<file path="src/rtl/router_fifo_pkg.sv">
`default_nettype none
// ============================================================================
//  Module      : router_fifo_pkg
//  Description : Shared constants and the packet-length helper for the
//                router FIFO.
//                DEPTH   - number of stored entries
//                DATA_W  - payload byte width
//                ENTRY_W - stored entry width ({header flag, byte})
//                PTR_W   - pointer width (index plus wrap flag)
//                CNT_W   - packet byte counter width
//  Revision    : 1.0 - initial release
// ============================================================================
package router_fifo_pkg;

    localparam int DEPTH   = 16;
    localparam int DATA_W  = 8;
    localparam int ENTRY_W = 9;
    localparam int PTR_W   = 5;
    localparam int CNT_W   = 6;
    localparam int ADDR_W  = $clog2(DEPTH);

    // Remaining-bytes counter update on a read. A header byte carries the
    // payload length in bits 7:2; one extra byte is added for the parity
    // byte that trails every packet. Non-header bytes count down to zero.
    function automatic logic [CNT_W-1:0] next_count(
        input logic             is_header,
        input logic [CNT_W-1:0] length_field,
        input logic [CNT_W-1:0] cnt
    );
        logic [CNT_W-1:0] result;
        if (is_header) begin
            result = length_field + CNT_W'(1);
        end else if (cnt != '0) begin
            result = cnt - CNT_W'(1);
        end else begin
            result = cnt;
        end
        return result;
    endfunction

endpackage : router_fifo_pkg
`default_nettype wire

</file>
<file path="src/rtl/router_fifo.sv">
`default_nettype none
// ============================================================================
//  Module      : router_fifo
//  Description : 16-entry byte FIFO for a packet router. Each entry stores
//                the byte plus a header flag; a counter tracks how many
//                bytes of the current packet remain to be read, and the
//                output returns to its idle value once a packet is drained.
//
//  Ports       : clock       - single clock, rising edge
//                resetn      - asynchronous reset, active-low
//                soft_reset  - synchronous flush, active-high
//                write_enb   - write request
//                read_enb    - read request
//                data_in     - byte to write
//                lfd_state   - data_in is a packet header byte
//                empty       - no stored entries
//                full        - all 16 entries stored
//                data_out    - registered read data
//
//  Config      : ROUTER_FIFO_HIZ_EN - when defined, the idle value of
//                data_out is high-impedance; otherwise it is 8'h00.
//                Asynchronous reset always drives 8'h00.
//  Revision    : 1.0 - initial release
// ============================================================================
module router_fifo
    import router_fifo_pkg::*;
(
    input  logic              clock,
    input  logic              resetn,
    input  logic              write_enb,
    input  logic              soft_reset,
    input  logic              read_enb,
    input  logic [DATA_W-1:0] data_in,
    input  logic              lfd_state,
    output logic              empty,
    output logic [DATA_W-1:0] data_out,
    output logic              full
);

    logic [ENTRY_W-1:0] mem [DEPTH];
    logic [PTR_W-1:0]   wp;
    logic [PTR_W-1:0]   rp;
    logic [CNT_W-1:0]   count;
    logic [DATA_W-1:0]  r_data;

    logic               w_wr_ok;
    logic               w_rd_ok;
    logic [ENTRY_W-1:0] w_rd_entry;

    // Pointers carry one wrap bit above the index so that equal indices
    // distinguish empty (same lap) from full (one lap apart).
    assign empty = (wp == rp);
    assign full  = (wp[PTR_W-1] != rp[PTR_W-1]) &&
                   (wp[ADDR_W-1:0] == rp[ADDR_W-1:0]);

    // Flags are evaluated on pre-edge pointers: a write while full is
    // dropped even when a read frees a slot in the same cycle.
    assign w_wr_ok    = write_enb & ~full;
    assign w_rd_ok    = read_enb & ~empty;
    assign w_rd_entry = mem[rp[ADDR_W-1:0]];

    always_ff @(posedge clock or negedge resetn) begin
        if (!resetn) begin
            wp     <= '0;
            rp     <= '0;
            count  <= '0;
            r_data <= '0;
            for (int i = 0; i < DEPTH; i++) begin
                mem[i] <= '0;
            end
        end else if (soft_reset) begin
            wp     <= '0;
            rp     <= '0;
            count  <= '0;
            r_data <= '0;
            for (int i = 0; i < DEPTH; i++) begin
                mem[i] <= '0;
            end
        end else begin
            if (w_wr_ok) begin
                mem[wp[ADDR_W-1:0]] <= {lfd_state, data_in};
                wp                  <= wp + PTR_W'(1);
            end
            if (w_rd_ok) begin
                r_data <= w_rd_entry[DATA_W-1:0];
                rp     <= rp + PTR_W'(1);
                count  <= next_count(w_rd_entry[ENTRY_W-1],
                                     w_rd_entry[DATA_W-1:2], count);
            end else if (count == '0) begin
                // Packet fully drained and nothing read: go idle. A read
                // attempt while empty mid-packet keeps the last byte.
                r_data <= '0;
            end
        end
    end

`ifdef ROUTER_FIFO_HIZ_EN
    // Tri-state is applied at the output through a registered idle flag so
    // that the stored byte register itself only ever holds real values.
    logic r_idle;

    always_ff @(posedge clock or negedge resetn) begin
        if (!resetn) begin
            r_idle <= 1'b0;
        end else if (soft_reset) begin
            r_idle <= 1'b1;
        end else if (w_rd_ok) begin
            r_idle <= 1'b0;
        end else if (count == '0) begin
            r_idle <= 1'b1;
        end
    end

    assign data_out = r_idle ? {DATA_W{1'bz}} : r_data;
`else
    assign data_out = r_data;
`endif

endmodule : router_fifo
`default_nettype wire

</file>
<file path="config.mk">
export PLATFORM = sky130hd
export DESIGN_NAME = router_fifo
export DESIGN_NICKNAME = d
export VERILOG_FILES = /design/src/rtl/router_fifo_pkg.sv /design/src/rtl/router_fifo.sv
export SDC_FILE = /design/constraint.sdc
export NUM_CORES = 1
export LEC_CHECK = 0
export CAP_MARGIN = 40
export CORE_MARGIN = 3
export CORE_UTILIZATION = 55
export CTS_CLUSTER_DIAMETER = 80
export DETAILED_ROUTE_END_ITERATION = 16
export GPL_ROUTABILITY_DRIVEN = 0
export PLACE_DENSITY = 0.75
export SLEW_MARGIN = 20
export SYNTH_ARGS = -nofsm -noshare
export SYNTH_HDL_FRONTEND = slang
export SYNTH_SLANG_ARGS = --single-unit
</file>
<file path="constraint.sdc">
create_clock -name clock -period 2.15 [get_ports clock]
set_input_delay 0.215 -clock clock [delete_from_list [all_inputs] [get_ports clock]]
set_output_delay 0.215 -clock clock [all_outputs]
set_load 0.01 [all_outputs]
</file>
## Word level (Yosys, flattened, before mapping)

Index checks and enable logic that the tools add are counted.
Widths: inputs -> output; s select.

| storage, ports and cells | value |
|---|---|
| register bits | 168 |
| word-level logic and storage cells | 64 |
| bits of input ports | 14 |

| cells by class | value |
|---|---|
| multiplexer cells | 19 |
| $add $sub $neg | 4 |
| bitwise operators | 6 |
| reductions and logical operators | 9 |
| eq/ne operators | 3 |
| order comparisons | 3 |

Operators with widths:

| kind | count |
|---|---|
| $mux 144 | 2 |
| $bwmux 144 | 1 |
| $bmux 9 s4 | 1 |
| $demux 9 s4 | 1 |
| $mux 9 | 3 |
| $mux 6 | 4 |
| $mux 8 | 3 |
| $mux 5 | 4 |
| $add 5x1->5 const B | 2 |
| $ge 5x5->1 const B | 2 |
| $not 4->5 | 2 |
| $add 6x1->6 const B | 1 |
| $logic_not 6->1 | 1 |
| $reduce_bool 3->1 | 2 |
| $reduce_bool 6->1 | 1 |
| $sub 6x1->6 const B | 1 |
| $eq 5x5->1 | 1 |
| $lt 5x1->1 const B | 1 |
| $eq 4x4->1 | 1 |
| $reduce_bool 2->1 | 2 |
| $and 1x1->1 | 2 |
| $logic_and 1x1->1 | 2 |
| $not 1->1 | 2 |
| $reduce_and 2->1 | 1 |
| $ne 1x1->1 | 1 |

## Depth between registers and ports, before layout

Gate-level depths: netlist of run 1.

| logic depth | value |
|---|---|
| depth in word-level cells | 8 |
| gate-level depth with buffers | 11 |
| gate-level depth less buffers | 8 |

## Least setup slack after synthesis of run 1

No wires, ideal clock.

| timing | value |
|---|---|
| path kind | register to register |
| from | register rp[0] |
| to | register count[2] |
| data required time | 2,024 ps |
| clock period less this slack | 2,321 ps |
| data arrival time | 2,195 ps |
| stages on the path, launching flop included | 10 |
| setup slack | -171 ps |
| setup time | 126 ps |
| path through | dfrtp_1 buf_6 mux4_1 mux2_2 nor2_1 a21oi_1 ha_1 xnor2_1 nor2_1 a221o_1 |

| on the way | value |
|---|---|
| cells in the longest elaborated chain, start to end | 8 |
| elaborated cells between the ends (all ways) | 14 |

RTL lines:

| what | RTL line | source |
|---|---|---|
| start: declaration | router_fifo.sv:42 | `logic [PTR_W-1:0] rp;` |
| start signal: assignment | router_fifo.sv:86 | `rp <= rp + PTR_W'(1);` |
| $not 4->5 (implied by the code) | router_fifo.sv:60 | `assign w_rd_entry = mem[rp[ADDR_W-1:0]];` |
| $bmux 9 s4 | router_fifo.sv:60 |  |
| $mux 9 (implied by the code) (2 in series) | router_fifo.sv:60 |  |
| $add 6x1->6 | router_fifo_pkg.sv:32 | `result = length_field + CNT_W'(1);` |
| $mux 6 | router_fifo_pkg.sv:31 | `if (is_header) begin` |
| $mux 6 | router_fifo.sv:84 | `if (w_rd_ok) begin` |
| $mux 6 | router_fifo.sv:71 | `end else if (soft_reset) begin` |
| end signal: assignment | router_fifo.sv:87 | `count <= next_count(w_rd_entry[ENTRY_W-1],` |
| end: declaration | router_fifo.sv:43 | `logic [CNT_W-1:0] count;` |

Several ways; a longest one is shown, not always the timed one. The select of a mux whose other input is x is not followed.
A chain may end at the register's enable or synchronous reset.

## Worst setup path after layout of run 1

Ends and elaborated chain as after synthesis.

==> results of run 1 <==
[worst register-to-register path, cell delays in order, from the launching register on]
cell and delay, ps:
dfrtp_4 530, buf_6 130, mux4_2 400, mux2_4 310
nor2_4 100, a21oi_2 60, ha_4 180, xnor2_2 140
nor2_1 50, a221o_1 260
[what timing repair did]
item                                   CTS  global route
setup buffers                            6             9
endpoints found under the hold margin   56             0
cloned                                   1             0
hold buffers                             1             0
setup endpoints to repair              160            49
pin swaps                                5            12
gates resized for setup                 27            36
[Yosys cell counts, types with 2 or more instances]
library cell	n	share of area, %
mux4_1	7	2.1
inv_1	5	0.22
buf_2	6	0.35
nand4_1	6	0.44
buf_12	4	0.93
xnor2_1	9	0.92
buf_6	4	0.52
o21ai_1	3	0.17
xor2_1	12	1.2
nor2_1	162	7.1
nand2_1	15	0.65
ha_1	8	1.2
a22o_1	11	1.1
mux4_2	13	3.4
buf_4	16	1.4
dfrtp_1	168	49
clkbuf_1	30	1.3
nor3_1	3	0.17
clkbuf_8	2	0.32
a21oi_1	4	0.23
a22oi_1	20	1.7
mux2i_1	185	22
nor2b_1	9	0.65
nand3_1	16	0.93
[through the flow]
step | cell area [µm²] | std cells | hold slack [ps] | setup slack (ps)
3_5_place_dp | 9288 | 976 | 243.4 | -366.5
6_report | 10260 | 1024 | 290.0 | -142.3
4_1_cts | 10070 | 1016 | 271.2 | -109.0
5_1_grt | 10260 | 1024 | 307.2 | -207.4
3_3_place_gp | 9288 | 976 | 227.8 | -249.8
2_1_floorplan | 8606 | 739 | -80.59 | -61.38
[cell usage in the layout, fill, tap and decap left out, types with 10 or more instances in the layout]
cell type        count
a22o_1              11
a22oi_1             19
buf_12              10
buf_4               54
buf_6               16
clkbuf_16           17
clkdlybuf4s50_1     19
dfrtp_1            165
mux2i_1            180
mux4_2              17
nand2_1             12
nand3_1             10
nor2_1             160
xor2_1              12
[cells by family (layout without fill, tap and decap cells)]
family	count (synthesis)	after routing	synth area share, %
flops	168	168	48.88
xor+xnor	21	21	2.139
simple gates	219	219	10.82
mux	207	207	27.36
compound gates	48	48	4.539
buf+inv	68	142	5.092
fa+ha+maj	8	8	1.164
[routing by layer]
layer	GRT usage [%]	routed length (µm)
met1	35.01	8989
met3	5.065	1162
met5	0	0
met2	46.39	11240
met4	8.711	565
[final cells by class]
cell class | count | area share [%]
Inverter | 6 | 0.2194
Clock inverter | 13 | 1.414
Timing Repair Buffer | 104 | 10.15
Multi-Input combinational cell | 503 | 40.21
Clock buffer | 19 | 4.412
Tap cell | 211 | 2.572
Sequential cell | 168 | 41.02
[report_power, final]
part / total [mW] / internal [mW] / switching [mW]
registers: 3.35 / 3.25 / 0.0926
clock network: 3.09 / 1.78 / 1.30
logic: 1.75 / 0.799 / 0.953
[registers in the layout, indices dropped and copies added, names as in the netlist]
register	flops
data_out	8
rp	5
count	6
mem	144
wp	5
[worst max-delay path by stage]
stage / from / endpoint / slack, ps
3_5_place_dp: rp[0] / mem[55] / -370
3_3_place_gp: rp[0] / count[2] / -250
6_report: rp[0] / count[2] / -140
5_1_grt: rp[0] / count[4] / -210
4_1_cts: rp[0] / count[4] / -110
2_1_floorplan: rp[0] / count[2] / -60
==> impl_metrics.yaml, run 1 <==
run_status:
  status: "finished, violations left"
  violations: "negative setup slack"
run:
  cap_viol_max_count: 0
timing:
  setup_ws_ps: -142.3
  period_share_pct: 106.6
  max_freq_mhz: 436.2
  setup_tns_ps: -590.3
  maxSlewViolCount: 0
  rsz0062_at_grt: "yes"
  finClkSkew_ps: 7.386
  finalSetupViolations: 8
  fin_crit_ps: 2292
  finalHoldViolations: 0
  maxSlewHeadroom_pct: 51.51
  worst_pin_slew_ps: 725.1
grt:
  grt_overflow: 0
  grt_use_total_pct: 27.09
  grt_max_degree: 70
  antenna_found_initial: 0
  grt_pass1_vias: 6319
  grt_pass1_wl_mm: 34.91
logic_synthesis:
  ys_seq_area_share_pct: 48.88
  synth_area_per_cell_um2: 11.64
  synth_area_um2: 8601
  yosysWarnings: 0
  synth_cells: 739
  async_flop_share_pct: 100.0
  synth_edf_count: 0
  synthFlopType: "dfrtp_1"
  synth_nets: 761
  synth-seq-cells: 168
  synth_cell_types: 45
setup_path:
  crit_slowest_cell: "dfrtp_4"
  rr_startpoint: "rp[0]"
  crit_family: "multiplexers"
  worst-path-max-fanout: 5
  crit_buf_inv: 1
  max_stage_delay_ps: 530
  crit_required_ps: 2460
  worstSetupPathType: "flop to flop"
  crit_path_end_kind: "flop"
  reg2reg_to: "count[2]"
  critPathLaunchType: "flop"
  regToRegSetupSlack_ps: -140
  critical_path_depth: 9
  worst-r2r-cell-count: 9
  critPathArrivalTime_ps: 2610
  crit_chain: "buf_6 -> mux4_2 -> mux2_4 -> nor2_4 -> a21oi_2 -> ha_4 -> xnor2_2 -> nor2_1 -> a221o_1"
routing:
  drt_iter0_markers: 491
  routed_via_density: 5.951
  vias: 6094
  ant_nets: 0
  drcViolationCount: 0
  wl_mm: 21.96
  wl_per_cell_um: 21.44
  dr.pass1.iters: 5
cells_and_area:
  antenna_cells: 0
  fillerInstances: 1111
  drive_gt1_share_pct: 21.53
  fin_nets: 822
  final_util_pct: 67.27
  regArea_um2: 4210
  multi_input_area_um2: 4128
  area_growth_pct: 19.35
pwr:
  p_leak_nw: 5.451
  fin_total_pwr_mw: 8.187
  power_density_nw_per_um2: 797.6
  peakVddDrop_uv: 792.8
floorplanning:
  start_util_pct: 56.37
  dieHeight_um: 131.1
  row_count: 45
  die-area_um2: 17170
  die_w_um: 131.1
  core-area_um2: 15260
  ioPinCount: 24
clock_tree:
  clk_latency_ps: 430
  cts_tree: "done"
  clk_pin_slew_ps: 70
  clockBufferDepth: 2
  htreeDepth: 4
  cts.sinks: 168
  cts_buffers: 17
  root_buffer: "clkbuf_16"
hold_path:
  holdCritStartpoint: "soft_reset"
  hold_class: "input port to flop"
  min_to: "mem[125]"
  hold_path_depth: 2
placement:
  portBuffers: 23
  hpwl_mm: 14.57
No activity file was read; power rests on OpenSTA's default activity.
==> run 2, diff against run 1 <==
SLEW_MARGIN = not set   (was 20)
==> results of run 2 <==
Same layout as run 1: the final DEF is identical, and so are final timing and power.
